[config.mk]
export PLATFORM = sky130hd
export DESIGN_NAME = rp8_io_timer_flat
export DESIGN_NICKNAME = d
export VERILOG_FILES = /design/src/rtl/rp8_io_timer_pkg.sv /design/src/rtl/rp8_io_timer_if.sv /design/src/rtl/rp8_io_prescaler.sv /design/src/rtl/rp8_io_timer.sv /design/src/flat_wrapper.sv
export SDC_FILE = /design/constraint.sdc
export NUM_CORES = 1
export LEC_CHECK = 0
export BUFFER_PORTS_ARGS = -buffer_cell sky130_fd_sc_hd__buf_2
export CAP_MARGIN = 40
export CORE_UTILIZATION = 45
export CTS_CLUSTER_SIZE = 40
export DETAILED_ROUTE_END_ITERATION = 10
export PLACE_DENSITY = 0.68
export SKIP_CTS_REPAIR_TIMING = 1
export SLEW_MARGIN = 20
export SYNTH_ARGS = -nofsm -noshare
export SYNTH_HDL_FRONTEND = slang
export SYNTH_SLANG_ARGS = --single-unit
export TNS_END_PERCENT = 5
[constraint.sdc]
create_clock -name clk -period 2.8 [get_ports clk]
set_input_delay 0.14 -clock clk [delete_from_list [all_inputs] [get_ports clk]]
set_output_delay 0.14 -clock clk [all_outputs]
set_load 0.01 [all_outputs]
[src/rtl/rp8_io_timer_pkg.sv]
// rtl/rp8_io_timer_pkg.sv - register offsets, TCR layout and clock-select decode for rp8_io_timer
package rp8_io_timer_pkg;

  localparam logic [1:0] OFF_TCR  = 2'd0;
  localparam logic [1:0] OFF_TCNT = 2'd1;
  localparam logic [1:0] OFF_OCR  = 2'd2;
  localparam logic [1:0] OFF_TIFR = 2'd3;

  localparam int TCR_EN   = 0;
  localparam int TCR_CS   = 1;
  localparam int TCR_CTC  = 4;
  localparam int TCR_OVIE = 6;
  localparam int TCR_OCIE = 7;

  localparam int TIFR_OVF = 0;
  localparam int TIFR_OCF = 1;

  typedef struct packed {
    logic       ocie;
    logic       ovie;
    logic       rsv;
    logic       ctc;
    logic [2:0] cs;
    logic       en;
  } tcr_t;

  // Zero marks the reserved selects, which stop the timer.
  function automatic logic [10:0] cs2div(input logic [2:0] cs);
    case (cs)
      3'd0:    return 11'd1;
      3'd1:    return 11'd8;
      3'd2:    return 11'd64;
      3'd3:    return 11'd256;
      3'd4:    return 11'd1024;
      default: return 11'd0;
    endcase
  endfunction

endpackage

[src/rtl/rp8_io_timer_if.sv]
// rtl/rp8_io_timer_if.sv - rp8 I/O bus and interrupt handshake between core and timer
interface rp8_io_timer_if;

  logic       io_wen;
  logic       io_ren;
  logic [5:0] io_adr;
  logic [7:0] io_wdt;
  logic [7:0] io_msk;
  logic [7:0] io_rdt;
  logic [1:0] irq_req;
  logic [1:0] irq_ack;

  modport master (
    output io_wen, io_ren, io_adr, io_wdt, io_msk, irq_ack,
    input  io_rdt, irq_req
  );

  modport slave (
    input  io_wen, io_ren, io_adr, io_wdt, io_msk, irq_ack,
    output io_rdt, irq_req
  );

endinterface

[src/rtl/rp8_io_prescaler.sv]
// rtl/rp8_io_prescaler.sv - clock-select prescaler producing one-cycle timer ticks
module rp8_io_prescaler
  import rp8_io_timer_pkg::*;
#(
  parameter int PSW = 10
) (
  input  logic       clk,
  input  logic       rst,
  input  logic       ena,
  input  logic       clr,
  input  logic [2:0] cs,
  output logic       tick
);

  logic [PSW-1:0] r_cnt;
  logic [10:0]    w_div;
  logic           w_run;
  logic           w_last;

  assign w_div  = cs2div(cs);
  assign w_run  = ena && (w_div != 11'd0);
  assign w_last = (32'(r_cnt) == (32'(w_div) - 32'd1));
  // No tick in the TCR write cycle, so the first tick lands a full divisor later.
  assign tick   = w_run && !clr && w_last;

  always_ff @(posedge clk or posedge rst) begin
    if (rst) begin
      r_cnt <= '0;
    end else if (!w_run || clr || w_last) begin
      r_cnt <= '0;
    end else begin
      r_cnt <= r_cnt + PSW'(1);
    end
  end

endmodule

[src/rtl/rp8_io_timer.sv]
// rtl/rp8_io_timer.sv - 8-bit timer/counter responder on the rp8 I/O bus with overflow and compare IRQs
module rp8_io_timer
  import rp8_io_timer_pkg::*;
#(
  parameter logic [5:0] BASE = 6'h30,
  parameter int         PSW  = 10
) (
  input  logic          clk,
  input  logic          rst,
  rp8_io_timer_if.slave bus
);

  tcr_t       r_tcr;
  logic [7:0] r_tcnt;
  logic [7:0] r_ocr;
  logic [7:0] r_rdt;
  logic       r_ovf;
  logic       r_ocf;

  logic       w_hit;
  logic       w_wr;
  logic       w_wr_tcr;
  logic       w_wr_tcnt;
  logic       w_wr_ocr;
  logic       w_wr_tifr;
  logic [7:0] w_w1c;
  logic [7:0] w_tifr;
  logic [7:0] w_rmux;
  logic       w_tick;
  logic       w_eq;
  logic       w_ctc_clr;
  logic       w_set_ovf;
  logic       w_set_ocf;
  logic       w_clr_ovf;
  logic       w_clr_ocf;

  function automatic logic [7:0] merge(input logic [7:0] old, input logic [7:0] wdt,
                                       input logic [7:0] msk);
    return (wdt & msk) | (old & ~msk);
  endfunction

  assign w_hit     = (bus.io_adr[5:2] == BASE[5:2]);
  assign w_wr      = w_hit && bus.io_wen;
  assign w_wr_tcr  = w_wr && (bus.io_adr[1:0] == OFF_TCR);
  assign w_wr_tcnt = w_wr && (bus.io_adr[1:0] == OFF_TCNT);
  assign w_wr_ocr  = w_wr && (bus.io_adr[1:0] == OFF_OCR);
  assign w_wr_tifr = w_wr && (bus.io_adr[1:0] == OFF_TIFR);
  assign w_w1c     = bus.io_wdt & bus.io_msk;

  rp8_io_prescaler #(.PSW(PSW)) u_presc (
    .clk  (clk),
    .rst  (rst),
    .ena  (r_tcr[TCR_EN]),
    .clr  (w_wr_tcr),
    .cs   (r_tcr[TCR_CS +: 3]),
    .tick (w_tick)
  );

  // A CPU write to TCNT overrides everything the tick would have done, flags included.
  assign w_eq      = (r_tcnt == r_ocr);
  assign w_ctc_clr = r_tcr[TCR_CTC] && w_eq;
  assign w_set_ocf = w_tick && !w_wr_tcnt && w_eq;
  assign w_set_ovf = w_tick && !w_wr_tcnt && !w_ctc_clr && (r_tcnt == 8'hFF);
  assign w_clr_ovf = (w_wr_tifr && w_w1c[TIFR_OVF]) || bus.irq_ack[0];
  assign w_clr_ocf = (w_wr_tifr && w_w1c[TIFR_OCF]) || bus.irq_ack[1];

  always_ff @(posedge clk or posedge rst) begin
    if (rst) begin
      r_tcr  <= '0;
      r_tcnt <= 8'h00;
      r_ocr  <= 8'h00;
    end else begin
      if (w_wr_tcr) begin
        r_tcr <= tcr_t'(merge(r_tcr, bus.io_wdt, bus.io_msk));
      end
      if (w_wr_ocr) begin
        r_ocr <= merge(r_ocr, bus.io_wdt, bus.io_msk);
      end
      if (w_wr_tcnt) begin
        r_tcnt <= merge(r_tcnt, bus.io_wdt, bus.io_msk);
      end else if (w_tick) begin
        r_tcnt <= w_ctc_clr ? 8'h00 : r_tcnt + 8'h01;
      end
    end
  end

  // Hardware set takes priority over software clear and acknowledge.
  always_ff @(posedge clk or posedge rst) begin
    if (rst) begin
      r_ovf <= 1'b0;
      r_ocf <= 1'b0;
    end else begin
      if (w_set_ovf)      r_ovf <= 1'b1;
      else if (w_clr_ovf) r_ovf <= 1'b0;
      if (w_set_ocf)      r_ocf <= 1'b1;
      else if (w_clr_ocf) r_ocf <= 1'b0;
    end
  end

  always_comb begin
    w_tifr           = 8'h00;
    w_tifr[TIFR_OVF] = r_ovf;
    w_tifr[TIFR_OCF] = r_ocf;
    w_rmux           = 8'h00;
    case (bus.io_adr[1:0])
      OFF_TCR:  w_rmux = r_tcr;
      OFF_TCNT: w_rmux = r_tcnt;
      OFF_OCR:  w_rmux = r_ocr;
      OFF_TIFR: w_rmux = w_tifr;
      default:  w_rmux = 8'h00;
    endcase
  end

  // Zero when not read so several responders can be OR-combined.
  always_ff @(posedge clk or posedge rst) begin
    if (rst) begin
      r_rdt <= 8'h00;
    end else if (w_hit && bus.io_ren) begin
      r_rdt <= w_rmux;
    end else begin
      r_rdt <= 8'h00;
    end
  end

  assign bus.io_rdt  = r_rdt;
  assign bus.irq_req = {r_ocf && r_tcr[TCR_OCIE], r_ovf && r_tcr[TCR_OVIE]};

endmodule

[src/flat_wrapper.sv]
// flat-port wrapper written by rule: the top's interface ports become plain ports
module rp8_io_timer_flat import rp8_io_timer_pkg::*;
#(
  parameter logic [5:0] BASE = 6'h30,
  parameter int         PSW  = 10
)
  (clk, rst, bus_io_wen, bus_io_ren, bus_io_adr, bus_io_wdt, bus_io_msk, bus_irq_ack, bus_io_rdt, bus_irq_req);
  rp8_io_timer_if bus_i ();
  input  logic clk;
  input  logic rst;
  input wire logic [$bits(bus_i.io_wen)-1:0] bus_io_wen;
  input wire logic [$bits(bus_i.io_ren)-1:0] bus_io_ren;
  input wire logic [$bits(bus_i.io_adr)-1:0] bus_io_adr;
  input wire logic [$bits(bus_i.io_wdt)-1:0] bus_io_wdt;
  input wire logic [$bits(bus_i.io_msk)-1:0] bus_io_msk;
  input wire logic [$bits(bus_i.irq_ack)-1:0] bus_irq_ack;
  output wire logic [$bits(bus_i.io_rdt)-1:0] bus_io_rdt;
  output wire logic [$bits(bus_i.irq_req)-1:0] bus_irq_req;
  assign bus_i.io_wen = bus_io_wen;
  assign bus_i.io_ren = bus_io_ren;
  assign bus_i.io_adr = bus_io_adr;
  assign bus_i.io_wdt = bus_io_wdt;
  assign bus_i.io_msk = bus_io_msk;
  assign bus_i.irq_ack = bus_irq_ack;
  assign bus_io_rdt = bus_i.io_rdt;
  assign bus_irq_req = bus_i.irq_req;
  rp8_io_timer #(.BASE(BASE), .PSW(PSW)) u_core (.clk(clk), .rst(rst), .bus(bus_i));
endmodule
==> impl_metrics.toml <==
[routing]
drt-wirelength-per-cell_um = 15.4
dr.first_iter.drc_count = 168
ant_nets = 0
drc = 0
firstDrtPassIters = 4
drt-vias-per-instance = 5.46
num_vias = 2043
routed_wl_um = 5760

[synth]
synth_cells = 261
ys_types = 46
synth_top_area_share_pct = 44.2
synth_area_leader_cell = "dfrtp_1"
yosys-top-cells-area = "dfrtp_1 44%, mux2_1 6.3%, nand2_1 5.4%, nor2_1 4.8%, xnor2_1 4.6%"
syn_area_um2 = 2490
yosys_most_used_dff = "dfrtp_1"
syn_nets = 292
synth-seq-area-share_pct = 44.2
synth-edff-count = 0
syn_avg_cell_area_um2 = 9.55
async_reset_ff_share_pct = 100
yosys-top-cells-count = "44 x dfrtp_1, 36 x nand2_1, 32 x nor2_1, 14 x mux2_1, 13 x xnor2_1"
ys_seq_elements = 44
ys_warn_count = 0
yosysMostFrequentCell = "dfrtp_1"

[worst_hold_path]
hold_depth = 2
worstHoldStart = "bus_io_wdt[6]"
hold_class = "in2reg"

[clock_tree]
cts_max_path_buffers = 2
cts_buffers = 5
clk_pin_slew_ps = 80
cts_tree = "yes"
clkLatencyLatePin_ps = 300
htreeDepth = 2
cts_sinks = 44
root_buffer = "clkbuf_8"

[worst_setup_path]
rrSetupSlack_ps = 140
slowest_delay_ps = 490
path_class = "reg2reg"
reg2reg_depth = 8
arrival_ps = 2900
worstPathMaxFanout = 8
path_cells = "or3b_2 -> ha_1 -> xor2_1 -> a221o_1 -> nor4_2 -> and2_1 -> a41oi_1 -> nand3_1"
cp_slowest_cell = "or3b_2"
required_ps = 3040
worstSetupStartpointType = "register"
cp-end-kind = "register"

[place]
place.gp.congestion = 0.862
io_buffers = 37
dp_hpwl_um = 4210

[sta]
rsz0062_at_grt = "false"
maxSlewViolCount = 0
fin_skew_ps = 6.04
final_hold_viol_count = 0
fin_crit_ps = 2660
fin_crit_sh_pct = 95.1
setup_tns_ps = 0
worstMarginPinSlew_ps = 763
setup_viol = 0
fmax_mhz = 376
slew_headroom_pct = 48.9

[global_route]
grt_max_degree = 25
grt_pass1_wl_um = 10000
grt_usage_pct = 22.0
antenna_found_initial = 0
grt_pass1_vias = 2116
overflow = 0

[die]
die_h_um = 76.4
dieArea_um2 = 5840
start_util_pct = 47.9
fp.dieW_um = 76.4
row_count = 26
ios = 38
fp.coreArea_um2 = 5200

[cells_and_area]
area_growth_pct = 16.9
finish.utilization_pct = 56.0
fillers = 473
nets = 336
antenna_cells = 0
drive_gt1_share_pct = 20.7

[pwr]
power_leakage_uw = 0.00137
p_per_area_nw_per_um2 = 535
ir_drop_mv = 0.221

[status]
outcome = "finished, final reports clean"

[job]
drv_cap = 0
==> worst max-delay path: cells and delay by family, from the launching register on <==
| kind | cells | cell delay, ps |
|---|---|---|
| AND/OR/NAND/NOR | 4 | 1260 |
| XOR/XNOR | 1 | 160 |
| adder cells (fa/ha/maj) | 1 | 210 |
| AO/OA/AOI/OAI | 2 | 510 |
| flip-flops | 1 | 460 |
==> worst max path at each step <==
stage | end | depth (start not counted) | start | slack, ps
after detailed placement | register | 8 | register | 180
after global placement | register | 8 | register | 250
after CTS | register | 8 | register | 150
after global routing | register | 9 | register | 20
final | register | 8 | register | 140
after floorplan | register | 9 | register | 180
==> cell families (layout without fill, tap and decap cells) <==
kind of cell	Yosys count	count (layout)	share of synthesized area, %
simple gates	119	119	23.7
flops	44	44	44.2
compound gates	32	32	8.63
mux	27	27	12.7
xor+xnor	18	18	6.33
buf+inv	18	61	2.96
fa+ha+maj	3	3	1.51
==> per-layer routing <==
metal | GRT usage, % | wire length (µm) | up-vias
met3 | 4.19 | 292 | 7
met2 | 35.3 | 2680 | 62
li1 | - | - | 995
met4 | 8.65 | 84 | 0
met1 | 29.2 | 2700 | 979
met5 | 0 | 0 | -
==> final cells by class <==
class                      instances  area (µm²)  area share (%)
timing repair buffer              46         275            9.45
tap                               70        87.6            3.01
clock buffer                       5        68.8            2.36
clock inverter                     1        30.0            1.03
multi-input combinational        199        1320            45.2
sequential                        44        1100            37.8
inverter                           9        33.8            1.16
==> cell usage in the layout, fill, tap and decap left out, types with 6 or more instances in the layout <==
cell type and n:
buf_4 7, buf_2 37, mux2_1 14, mux2i_1 8, dfrtp_1 44, a21oi_1 7, o21ai_1 6, and3_1 11
nor2_1 32, nand2_1 36, xnor2_1 13, inv_1 8, nand3_1 10
==> through the flow <==
step / hold WS, ps / cell area (µm²) / instances / power [µW] / worst slack [ps]
4_1_cts: -109 / 2880 / 372 / 1560 / 151
2_1_floorplan: 272 / 2490 / 261 / 988 / 183
5_1_grt: 70.8 / 2910 / 374 / 1640 / 21.6
6_report: 72.6 / 2910 / 374 / 1560 / 138
3_3_place_gp: 208 / 2770 / 365 / 1080 / 249
3_5_place_dp: 218 / 2780 / 366 / 1090 / 178
==> report_power, final <==
part	switching, µW	leakage [µW]	internal, µW
Combinational	164	0.000748	164
Clock	216	0.0000501	256
Sequential	71.7	0.000576	687
No activity file was read; power rests on OpenSTA's default activity.
